**config.mk**
```make
export PLATFORM = sky130hd
export DESIGN_NAME = usb_tx_sched
export DESIGN_NICKNAME = d
export VERILOG_FILES = /design/src/rtl/usb_utmi_pkg.sv /design/src/rtl/usb_crc16.sv /design/src/rtl/usb_tx_sched.sv
export SDC_FILE = /design/constraint.sdc
export NUM_CORES = 1
export LEC_CHECK = 0
export CELL_PAD_IN_SITES_DETAIL_PLACEMENT = 1
export CELL_PAD_IN_SITES_GLOBAL_PLACEMENT = 1
export CORE_UTILIZATION = 37
export DETAILED_ROUTE_END_ITERATION = 8
export PLACE_DENSITY = 0.86
export SETUP_SLACK_MARGIN = 0.1
export SLEW_MARGIN = 20
export SYNTH_ARGS = -nofsm -noshare
export SYNTH_HDL_FRONTEND = slang
export SYNTH_SLANG_ARGS = --single-unit
```
**constraint.sdc**
```tcl
create_clock -name clk -period 2 [get_ports clk]
set_input_delay 0.4 -clock clk [delete_from_list [all_inputs] [get_ports clk]]
set_output_delay 0.4 -clock clk [all_outputs]
set_load 0.01 [all_outputs]
```
**src/rtl/usb_utmi_pkg.sv**
```systemverilog
// Shared USB UTMI transmit types: PID encodings, CRC16 constants and byte helpers.
package usb_utmi_pkg;

  typedef logic [7:0] bus8_t;

  typedef enum logic [3:0] {
    ACK   = 4'h2,
    NAK   = 4'hA,
    STALL = 4'hE,
    DATA0 = 4'h3,
    DATA1 = 4'hB
  } usb_pid_t;

  typedef enum logic [2:0] {
    ST_IDLE,
    ST_PID,
    ST_DATA,
    ST_CRC_LO,
    ST_CRC_HI,
    ST_IPG
  } tx_state_t;

  localparam logic [15:0] CRC16_POLY     = 16'h8005;
  localparam logic [15:0] CRC16_INIT     = 16'hFFFF;
  localparam logic [15:0] CRC16_RESIDUAL = 16'h800D;

  function automatic logic [15:0] reflect16(input logic [15:0] v);
    logic [15:0] r;
    for (int i = 0; i < 16; i++) r[i] = v[15-i];
    return r;
  endfunction

  // PID byte carries the check nibble in the upper half
  function automatic bus8_t pid_byte(input logic [3:0] pid);
    return {~pid, pid};
  endfunction

endpackage

```
**src/rtl/usb_crc16.sv**
```systemverilog
// Byte-wise USB CRC16 update, LSB-first with the reflected polynomial.
module usb_crc16
  import usb_utmi_pkg::*;
(
  input  logic [15:0] crc_in,
  input  logic [7:0]  data,
  output logic [15:0] crc_out
);

  localparam logic [15:0] POLY_REFL = reflect16(CRC16_POLY);

  logic [15:0] acc;

  always_comb begin
    acc = crc_in;
    for (int i = 0; i < 8; i++) begin
      acc = (acc[0] ^ data[i]) ? ((acc >> 1) ^ POLY_REFL) : (acc >> 1);
    end
    crc_out = acc;
  end

endmodule

```
**src/rtl/usb_tx_sched.sv**
```systemverilog
// Transmit scheduler: serialises handshake and data packets (PID, payload, CRC16)
// toward the UTMI transmitter and enforces an inter-packet gap.
module usb_tx_sched
  import usb_utmi_pkg::*;
#(
  parameter int unsigned IPG_CYCLES = 16
) (
  input  logic       clk,
  input  logic       rst_n,
  input  logic       hs_req,
  input  logic [3:0] hs_pid,
  output logic       hs_done,
  input  logic       dat_req,
  input  logic [3:0] dat_pid,
  input  logic       dat_zlp,
  input  logic [7:0] ep_data,
  input  logic       ep_valid,
  input  logic       ep_last,
  output logic       ep_ready,
  output logic       dat_done,
  output logic       err_underrun,
  output logic [7:0] data_in,
  output logic       tx_valid,
  input  logic       tx_ready,
  output logic       busy
);

  localparam int unsigned IPG_W     = (IPG_CYCLES == 0) ? 1 : $clog2(IPG_CYCLES + 1);
  localparam tx_state_t   GAP_STATE = (IPG_CYCLES == 0) ? ST_IDLE : ST_IPG;
  localparam logic        GAP_BUSY  = (IPG_CYCLES != 0);

  tx_state_t        state;
  logic             is_hs;
  logic             zlp;
  logic             last;
  logic [15:0]      crc;
  logic [15:0]      crc_next;
  logic [IPG_W-1:0] ipg_cnt;
  logic             pay_need;

  usb_crc16 u_crc16 (
    .crc_in  (crc),
    .data    (ep_data),
    .crc_out (crc_next)
  );

  // A payload byte is needed when the byte now on data_in is followed by payload
  assign pay_need = ((state == ST_PID) && !is_hs && !zlp) || ((state == ST_DATA) && !last);
  assign ep_ready = pay_need && tx_ready;

  always_ff @(posedge clk or negedge rst_n) begin
    if (!rst_n) begin
      state        <= ST_IDLE;
      is_hs        <= 1'b0;
      zlp          <= 1'b0;
      last         <= 1'b0;
      crc          <= CRC16_INIT;
      ipg_cnt      <= '0;
      data_in      <= 8'h00;
      tx_valid     <= 1'b0;
      busy         <= 1'b0;
      hs_done      <= 1'b0;
      dat_done     <= 1'b0;
      err_underrun <= 1'b0;
    end else begin
      hs_done      <= 1'b0;
      dat_done     <= 1'b0;
      err_underrun <= 1'b0;
      unique case (state)
        ST_IDLE: begin
          if (hs_req) begin
            is_hs    <= 1'b1;
            zlp      <= 1'b0;
            last     <= 1'b0;
            data_in  <= pid_byte(hs_pid);
            tx_valid <= 1'b1;
            busy     <= 1'b1;
            state    <= ST_PID;
          end else if (dat_req) begin
            is_hs    <= 1'b0;
            zlp      <= dat_zlp;
            last     <= 1'b0;
            crc      <= CRC16_INIT;
            data_in  <= pid_byte(dat_pid);
            tx_valid <= 1'b1;
            busy     <= 1'b1;
            state    <= ST_PID;
          end
        end
        ST_PID, ST_DATA: begin
          if (tx_ready) begin
            if ((state == ST_PID) && is_hs) begin
              hs_done  <= 1'b1;
              tx_valid <= 1'b0;
              ipg_cnt  <= IPG_W'(IPG_CYCLES);
              busy     <= GAP_BUSY;
              state    <= GAP_STATE;
            end else if (!pay_need) begin
              data_in <= ~crc[7:0];
              state   <= ST_CRC_LO;
            end else if (ep_valid) begin
              data_in <= ep_data;
              crc     <= crc_next;
              last    <= ep_last;
              state   <= ST_DATA;
            end else begin
              // Underrun: abandon the packet without CRC so the host discards it
              tx_valid     <= 1'b0;
              err_underrun <= 1'b1;
              dat_done     <= 1'b1;
              ipg_cnt      <= IPG_W'(IPG_CYCLES);
              busy         <= GAP_BUSY;
              state        <= GAP_STATE;
            end
          end
        end
        ST_CRC_LO: begin
          if (tx_ready) begin
            data_in <= ~crc[15:8];
            state   <= ST_CRC_HI;
          end
        end
        ST_CRC_HI: begin
          if (tx_ready) begin
            tx_valid <= 1'b0;
            dat_done <= 1'b1;
            ipg_cnt  <= IPG_W'(IPG_CYCLES);
            busy     <= GAP_BUSY;
            state    <= GAP_STATE;
          end
        end
        ST_IPG: begin
          if (ipg_cnt <= IPG_W'(1)) begin
            ipg_cnt <= '0;
            busy    <= 1'b0;
            state   <= ST_IDLE;
          end else begin
            ipg_cnt <= ipg_cnt - IPG_W'(1);
          end
        end
        default: begin
          tx_valid <= 1'b0;
          busy     <= 1'b0;
          state    <= ST_IDLE;
        end
      endcase
    end
  end

endmodule

```
==> qor.yml <==
drive_gt1_share_pct: 36.5
p_leak_nw: 1.63
grt_pass1_wl_um: 14400
worstSkewPairLatency_ps: 300
reg2regPathDepth: 6
arrival_ps: 1610
totalPowerFinal_mw: 7.17
powerDensity_nw_per_um2: 1920
fin_tns_setup_ps: -19.8
grt_max_degree: 22
wire_per_inst_um: 21.1
h-tree-depth: 2
clkSinkCount: 40
track_usage_pct: 26.0
clkTransAtPathRegs_ps: 80
grt_pass1_vias: 2835
synth-edff-count: 0
slew_headroom_pct: 61.6
syn_area_per_cell_um2: 9.27
required_ps: 1600
finClkSkew_ps: 14.4
num_vias: 2571
antenna_found_initial: 0
yosys.cell_types.count: 58
die_w_um: 85.3
vias_per_cell: 5.86
synth_warnings: 0
r2r_start: "state[1]$_DFFE_PN0P_"
worstMarginPinSlew_ps: 572
core_um2: 6530
ys_ff_latch: 40
fin_nets: 387
peakVddDrop_uv: 804
seq_area_frac_synth_pct: 39.8
crit_path_end_kind: "primary output"
post-route-min-period_ps: 2010
io_buffer_count: 37
critical_path.startpoint: "state[1]$_DFFE_PN0P_"
wirelength_um: 9270
critPathMaxFanout: 3
ant_nets: 0
drt_drc_violations_left: 0
numCtsBuffers: 5
root_buffer: "clkbuf_8"
start_util_pct: 39.3
area_growth_pct: 45.7
rsz0062_at_grt: "true"
fmax_ghz: 0.498
cap_violations: 0
ios: 38
ff2ff_setup_slack_ps: -9
hold_path.class: "in -> async"
rr_endpoint: "data_in[4]$_DFFE_PN0P_"
grt-ovfl-total: 0
gp_congestion: 0.835
die_area_um2: 7280
setup_viol: 4
crit_type: "reg -> out"
synthArstFlopShare_pct: 100
fp.dieH_um: 85.3
netlist_area_um2: 2570
synthCells: 277
final.setup.worst_slack_ps: -9.16
ys.flop_type: "dfrtp_1"
fin_crit_sh_pct: 100
maxSlewViolCount: 0
antennaDiodeCount: 0
finalHoldViolCount: 0
endpoint: "ep_ready"
rows: 29
cts_buffer_depth: 2
cts_tree: "yes"
dp_hpwl_um: 5810
cp-start-kind: "flip-flop"
violations: "setup timing"
outcome: "finished, violations left"
mappedNetlistNets: 303
holdBufCountCts: 0
firstDrtPassIters: 5
drtIter0Drc: 137
## layout make-up
type | count | area [um2]
fillers | 735 | 2790
multi-input cells | 212 | 1670
flip-flops and latches | 40 | 1020
repair buffers | 92 | 816
clock buffers | 7 | 97.6
well taps | 77 | 96.3
inverters | 10 | 37.5
clock inverters | 1 | 5.00
## timing repair
item                       in CTS  in global routing
buffers inserted                5                  3
hold endpoints to repair        0                  0
setup endpoints to repair      34                 35
gates cloned                    1                  2
pin swaps                      13                 16
gates resized for setup        34                 28
## layout by cell type, fill, tap and decap left out, types with 3 or more instances in the layout
master and count:
nand2_1 20, o21ai_2 3, dfstp_2 16, o22ai_1 6
dlymetal6s2s_1 4, nor3_1 9, a21oi_1 13, nor2b_1 3
dlygate4sd2_1 3, clkbuf_8 5, nand2b_1 3, o21a_4 3
nand3b_1 3, nor4b_1 6, dfrtp_1 23, buf_6 3
inv_1 10, xnor2_1 11, o21ai_1 4, o221ai_2 3
o21ai_0 6, nor2_1 30, a31oi_1 11, mux2i_1 7
clkdlybuf4s50_1 28, buf_4 50, nand3_1 5, or4_4 3
xnor2_2 6
## cells by family (layout without fill, tap and decap cells)
logic type | after synthesis | after routing | synth area share [%]
and+or+nand+nor | 102 | 102 | 21.0
AOI/OAI and AO/OA | 69 | 72 | 17.9
DFF | 40 | 40 | 39.8
buffers and inverters | 28 | 110 | 6.09
xor gates and xnor gates | 23 | 23 | 8.97
muxes | 13 | 13 | 5.26
adders and majority gates | 2 | 2 | 0.975
## worst max-delay path, stage by stage (launching register included)
cell and delay [ps]:
dfrtp_1 420, or4b_4 540, and2_4 160, nor2_2 60, buf_2 130
## power breakdown
part | internal [mW] | total (mW) | switching [mW]
Combinational | 2.41 | 4.96 | 2.55
Sequential | 1.24 | 1.59 | 0.341
Clock | 0.321 | 0.630 | 0.309
## state kept, by name, indices dropped and copies added, names as in the netlist
register and cells:
data_in 8, tx_valid 1, err_underrun 1, last 1, zlp 1, state 3, hs_done 1, dat_done 1
is_hs 1, crc 16, ipg_cnt 5, busy 1
## cells in the mapped netlist (7+ instances only)
| library cell | n | share of area (%) |
|---|---|---|
| nand2_1 | 21 | 3.1 |
| a31oi_1 | 12 | 2.9 |
| dfrtp_1 | 24 | 23 |
| inv_1 | 10 | 1.5 |
| xnor2_1 | 17 | 5.8 |
| mux2i_1 | 9 | 3.5 |
| a21oi_1 | 13 | 2.5 |
| nor2_1 | 33 | 4.8 |
| o21ai_0 | 11 | 2.1 |
| nor3_1 | 12 | 2.3 |
| o22ai_1 | 7 | 1.7 |
| dfstp_2 | 16 | 16 |
## worst min-delay path by stage
| stage | start | endpoint | slack [ps] |
|---|---|---|---|
| after floorplan | rst_n | busy$_DFFE_PN0P_ | 100 |
| after global placement | rst_n | err_underrun$_DFF_PN0_ | 400 |
| after detailed placement | rst_n | err_underrun$_DFF_PN0_ | 410 |
| after CTS | rst_n | hs_done$_DFF_PN0_ | 90 |
| after global routing | rst_n | hs_done$_DFF_PN0_ | 100 |
| final | rst_n | err_underrun$_DFF_PN0_ | 70 |
## per-layer routing
metal	wire (um)	GRT usage [%]
met1	3510	28.2
met2	4970	47.6
met3	360	5.25
met4	432	13.9
met5	0	0
## per-stage QoR
step	instances	hold slack, ps	util [%]	setup slack, ps	cell area, um2
after floorplan	277	104	-	56.2	2590
after global placement	420	396	50.5	-268	3300
after detailed placement	420	409	50.5	-338	3300
after CTS	434	90.3	55.0	-24.6	3590
after global routing	439	97.6	57.3	-51.3	3740
final	439	73.3	57.3	-9.16	3740
(Power assumes the default switching activity.)
==> patch 1, RTL diff (same settings) <==
The 6 states of `tx_state_t` get a one-hot encoding in 6 bits.
--- a/src/rtl/usb_utmi_pkg.sv
+++ b/src/rtl/usb_utmi_pkg.sv
@@ -12,11 +12,11 @@
   } usb_pid_t;
 
-  typedef enum logic [2:0] {
-    ST_IDLE,
-    ST_PID,
-    ST_DATA,
-    ST_CRC_LO,
-    ST_CRC_HI,
-    ST_IPG
+  typedef enum logic [5:0] {
+    ST_IDLE   = 6'b000001,
+    ST_PID    = 6'b000010,
+    ST_DATA   = 6'b000100,
+    ST_CRC_LO = 6'b001000,
+    ST_CRC_HI = 6'b010000,
+    ST_IPG    = 6'b100000
   } tx_state_t;
 
Check against the original RTL: no difference found for any inputs over 4 cycles, from zero or initial values and one cycle with rst_n low; so few cycles prove little.
==> patch 1 against the original RTL <==
  * The run still ends with setup timing left
  * Non-clock buffer count is 21 higher
  * Sequential power is 9% higher
  * Final cell count is 3.9% higher
  * Setup slack worse by 0.49 ns
  * Sequential share of layout area is 1.6 points lower
  * Core utilization is 3.8 points higher
  * Final area is 14% higher
  * Area after synthesis is 6.6% higher
  * Wire length is 50% higher
  * Worst hold slack worse by 0.016 ns
  * Sequential cell count is 3 higher
  * Count of clock-buffer cells in the layout is 1 lower
  * Power is 4.2% lower
==> patch 1: results (changes against the original RTL) <==
- Num CTS Buffers: 5 (unchanged)
- Pin count of the biggest net entering global routing: 44 (was 22)
- Final setup viols: 39 (was 4)
- DRT Wirelength: 13900 um (was 9270 um)
- Setup ws final: -0.495 ns (was -0.00916 ns)
- Hpwl dp: 6530 um (was 5810 um)
- Internal: 0.00373 W (was 0.00397 W)
- Commonest cells post-synth: dfrtp_1, dfstp_2, nor2_1, xnor2_1, inv_1 (was nor2_1, dfrtp_1, nand2_1, xnor2_1, dfstp_2)
- Drt pass-1 iters: 5 (unchanged)
- Post-synthesis sequential area ratio: 40.1% (was 39.8%)
- H-tree depth: 2 (unchanged)
- Failing checks: setup timing (unchanged)
- Slew at the pin closest to its max-slew limit: 0.491 ns (was 0.572 ns)
- Netlist cell types: 59 (was 58)
- Fillers: 726 (was 735)
- Via count: 2935 (was 2571)
- Synth warn: 0 (unchanged)
- Root Buffer: clkbuf_8 (unchanged)
- Initial DRC Count: 269 (was 137)
- Number of port buffers: 37 (unchanged)
- Initial antenna violation count: 1 (was 0)
- Leak pwr: 1.74 nW (was 1.63 nW)
- Crit Reg-Reg Startpoint: state[1]$_DFFE_PN0P_ (unchanged)
- Top Registers: crc x16, data_in x8, state x6 (was crc x16, data_in x8, ipg_cnt x5)
- Gr usage total: 32.2% (was 26.0%)
- Crit-path max FO: 9 (was 3)
- Worst-Skew Late Latency: 0.32 ns (was 0.30 ns)
- Synth Net Count: 277 (was 303)
- Final GP Congestion: 0.863 (was 0.835)
- Setup Skew: 0.0157 ns (was 0.0144 ns)
- Clock Tree Buf Depth: 2 (unchanged)
- Max IR drop VDD: 0.679 mV (was 0.804 mV)
- Nets: 384 (was 387)
- CP arrival: 2.68 ns (was 1.61 ns)
- Crit start category: flip-flop (unchanged)
- CP endpoint: data_in[5]$_DFFE_PN0P_ (was ep_ready)
- Worst r2r path cells: 7 (was 6)
- Hold Path Class: input port to asynchronous set/reset pin (unchanged)
- Synth Flop Type: dfrtp_1 (unchanged)
- Outcome: complete, but fails checks (unchanged)
- Clk slew on worst S/H paths: 0.10 ns (was 0.08 ns)
- Top post-synthesis cells by area: dfrtp_1, dfstp_2, xnor2_1, a21oi_2, mux2_4 (was dfrtp_1, dfstp_2, xnor2_1, nor2_1, mux2i_1)
- Ys async rst share: 100% (unchanged)
- Layout cells sized above 1: 54.3% (was 36.5%)
- First-pass GRT wire length: 17800 um (was 14400 um)
- Vias in the first global route: 2970 (was 2835)
patch 1: power groups by stage:
| stage | combinational [W] | clock [W] | sequential, W |
|---|---|---|---|
| global placement | 0.00313 | 0 | 0.00159 |
| floorplan | 0.00206 | 0 | 0.00159 |
| CTS | 0.00390 | 0.000589 | 0.00165 |
| detailed placement | 0.00332 | 0 | 0.00163 |
| finish | 0.00453 | 0.000616 | 0.00173 |
| global route | 0.00465 | 0.000653 | 0.00175 |
patch 1: through the flow:
stage,cells,area (um2),TNS [ns],setup slack [ns]
5_1_grt,455,4260,-11.77,-0.517
3_3_place_gp,429,3670,-5.39,-0.276
2_1_floorplan,251,2810,-2.21,-0.197
6_report,456,4260,-11.00,-0.495
4_1_cts,450,4120,-6.95,-0.263
3_5_place_dp,429,3670,-8.48,-0.356
patch 1: timing repair:
item                       in CTS  in global routing
setup endpoints to repair      40                 41
setup buffers                  13                  6
pin swaps                      23                 12
resized for setup              59                 24
gates cloned                    1                  0
hold buffers                    0                  0
patch 1: cells by family after synthesis:
logic type | count (synthesis) | share of synthesized area (%)
adders and majority gates | 2 | 0.914
AOI/OAI and AO/OA | 63 | 20.3
DFF | 43 | 40.1
and+or+nand+nor | 70 | 14.7
muxes | 22 | 9.51
xor gates and xnor gates | 23 | 8.36
buffers and inverters | 28 | 6.08
patch 1: worst min-delay path by stage:
stage | start | to | slack (ns) | depth (start not counted)
final | rst_n | state[5]$_DFFE_PN0P_ | 0.06 | 2
after global routing | rst_n | ipg_cnt[1]$_DFFE_PN0P_ | 0.07 | 2
after CTS | rst_n | state[3]$_DFFE_PN0P_ | 0.07 | 2
after detailed placement | rst_n | data_in[6]$_DFFE_PN0P_ | 0.40 | 2
after global placement | rst_n | data_in[6]$_DFFE_PN0P_ | 0.39 | 2
after floorplan | rst_n | busy$_DFFE_PN0P_ | 0.10 | 0
patch 1: critical path: stages (launching register included):
cell	delay, ns
dfrtp_1	0.45
or3b_4	0.41
buf_4	0.18
a211oi_4	0.29
buf_12	0.18
mux2i_1	0.35
o221ai_1	0.18
mux2_4	0.32
patch 1: per-layer routing:
layer  global-route usage, %  share of wire, %  vias to the layer above
met2                    54.0                47                      247
met5                       0                 0                        -
met4                    17.9               6.7                        0
met3                    5.84               8.7                       91
li1                        -                 -                     1127
met1                    39.2                37                     1470
patch 1: final cells by class:
cell class,instances,share of cell area [%]
Antenna cell,1,0.0587
Clock buffer,6,1.70
Clock inverter,2,0.294
Inverter,15,1.38
Multi-Input combinational cell,180,43.4
Sequential cell,43,25.8
Tap cell,96,2.82
Timing Repair Buffer,113,24.6
==> patch 2, RTL diff (config.mk and constraints unchanged) <==
Made on the original files. The parameter `IPG_CYCLES` goes from 16 to 8.
--- a/src/rtl/usb_tx_sched.sv
+++ b/src/rtl/usb_tx_sched.sv
@@ -4,5 +4,5 @@
   import usb_utmi_pkg::*;
 #(
-  parameter int unsigned IPG_CYCLES = 16
+  parameter int unsigned IPG_CYCLES = 8
 ) (
   input  logic       clk,
Function: no difference found for any inputs over 4 cycles, from zero or initial values and one cycle with rst_n low; that may be too few to reach the edited logic, so the function may still have changed.
==> patch 2 against the original RTL <==
  * The flow still finishes with violations (setup timing)
  * Area after synthesis decreased by 6.5%
  * Setup slack worse by 0.075 ns
  * Clock skew shrank 0.0040 ns
  * Power down 1.3%
  * Sequential cell count down 1
  * Final area is 2.7% lower
  * Largest power group unchanged
  * Wire length grew 0.32%
==> patch 2: results (changes against the original RTL) <==
- Placed cells: 392 (was 420)
- Met2 usage: 48.0% (was 47.6%)
- Power share of the clock group: 7.9% (was 8.8%)
- Setup Crit Path Kind: flip-flop to flip-flop (was flip-flop to output pin)
- Mux contribution to synthesized area: 8.55% (was 5.26%)
- Power consumption: 0.00708 W (was 0.00717 W)
- CTS Sinks: 39 (was 40)
- Register share of the cell area: 27.4% (was 27.3%)
- Pre-CTS setup slack: -0.319 ns (was -0.338 ns)
- First-pass GRT wire length: 13000 um (was 14400 um)
- Layout cells sized above 1: 36.6% (was 36.5%)
- Outcome: complete, but fails checks (unchanged)
- Top post-synthesis cells by area: dfrtp_1, dfstp_2, mux2i_1, xnor2_1, nor2_1 (was dfrtp_1, dfstp_2, xnor2_1, nor2_1, mux2i_1)
- Multi-input combinational cell count: 182 (was 212)
- Relative slew margins: 70.3% (was 61.6%)
- Mapped cell area: 2400 um2 (was 2570 um2)
- Final GP Congestion: 0.834 (was 0.835)
- Failing checks: setup timing (unchanged)
- Comb power frac: 69.3% (was 69.1%)
- Setup TNS: -0.160 ns (was -0.0198 ns)
- Top Registers: crc x16, data_in x8, ipg_cnt x4 (was crc x16, data_in x8, ipg_cnt x5)
- Avg WL per Cell: 22.0 um (was 21.1 um)
- CP arrival: 2.30 ns (was 1.61 ns)
- Met1 Usage GRT: 29.8% (was 28.2%)
- Netlist cell types: 52 (was 58)
- Net Sw Frac: 43.5% (was 44.6%)
- Post-Synth XOR/XNOR Area: 9.70% (was 8.97%)
- Final setup viols: 5 (was 4)
- Setup ws final: -0.0837 ns (was -0.00916 ns)
- Post-synthesis sequential area ratio: 41.5% (was 39.8%)
- Clk tree area frac: 2.24% (was 2.74%)
- Drt pass-1 iters: 4 (was 5)
- Fillers: 675 (was 735)
- Gr usage total: 26.3% (was 26.0%)
## patch 2: cell types whose count changed in the layout (fill, tap and decap cells not counted), sizes merged, moves of 4 or more
cell	delta
nand2	-11
o21a	-4
mux2i	+7
inv	+9
o21ai	+6
nor3	-8
buf	+4
nor4b	-5
xor2	+5
## patch 2: worst paths after layout
path | to | slack [ns] | cells after the start
worst min register to register | busy$_DFFE_PN0P_ | 0.51 | 1
worst max-delay path | crc[7]$_DFFE_PN1P_ | -0.08 | 10
worst min-delay path | zlp$_DFFE_PN0P_ | 0.04 | 2
max in group asynchronous | crc[4]$_DFFE_PN1P_ | 1.67 | 2
worst max register to register | crc[7]$_DFFE_PN1P_ | -0.08 | 10
min in group clk | zlp$_DFFE_PN0P_ | 0.39 | 2
## patch 2: repair_timing
item | CTS | global route
setup endpoints to repair | 20 | 32
gates cloned | 2 | 1
hold endpoints to repair | 0 | 0
buffers inserted | 9 | 10
pin swaps | 7 | 14
resized for setup | 20 | 45
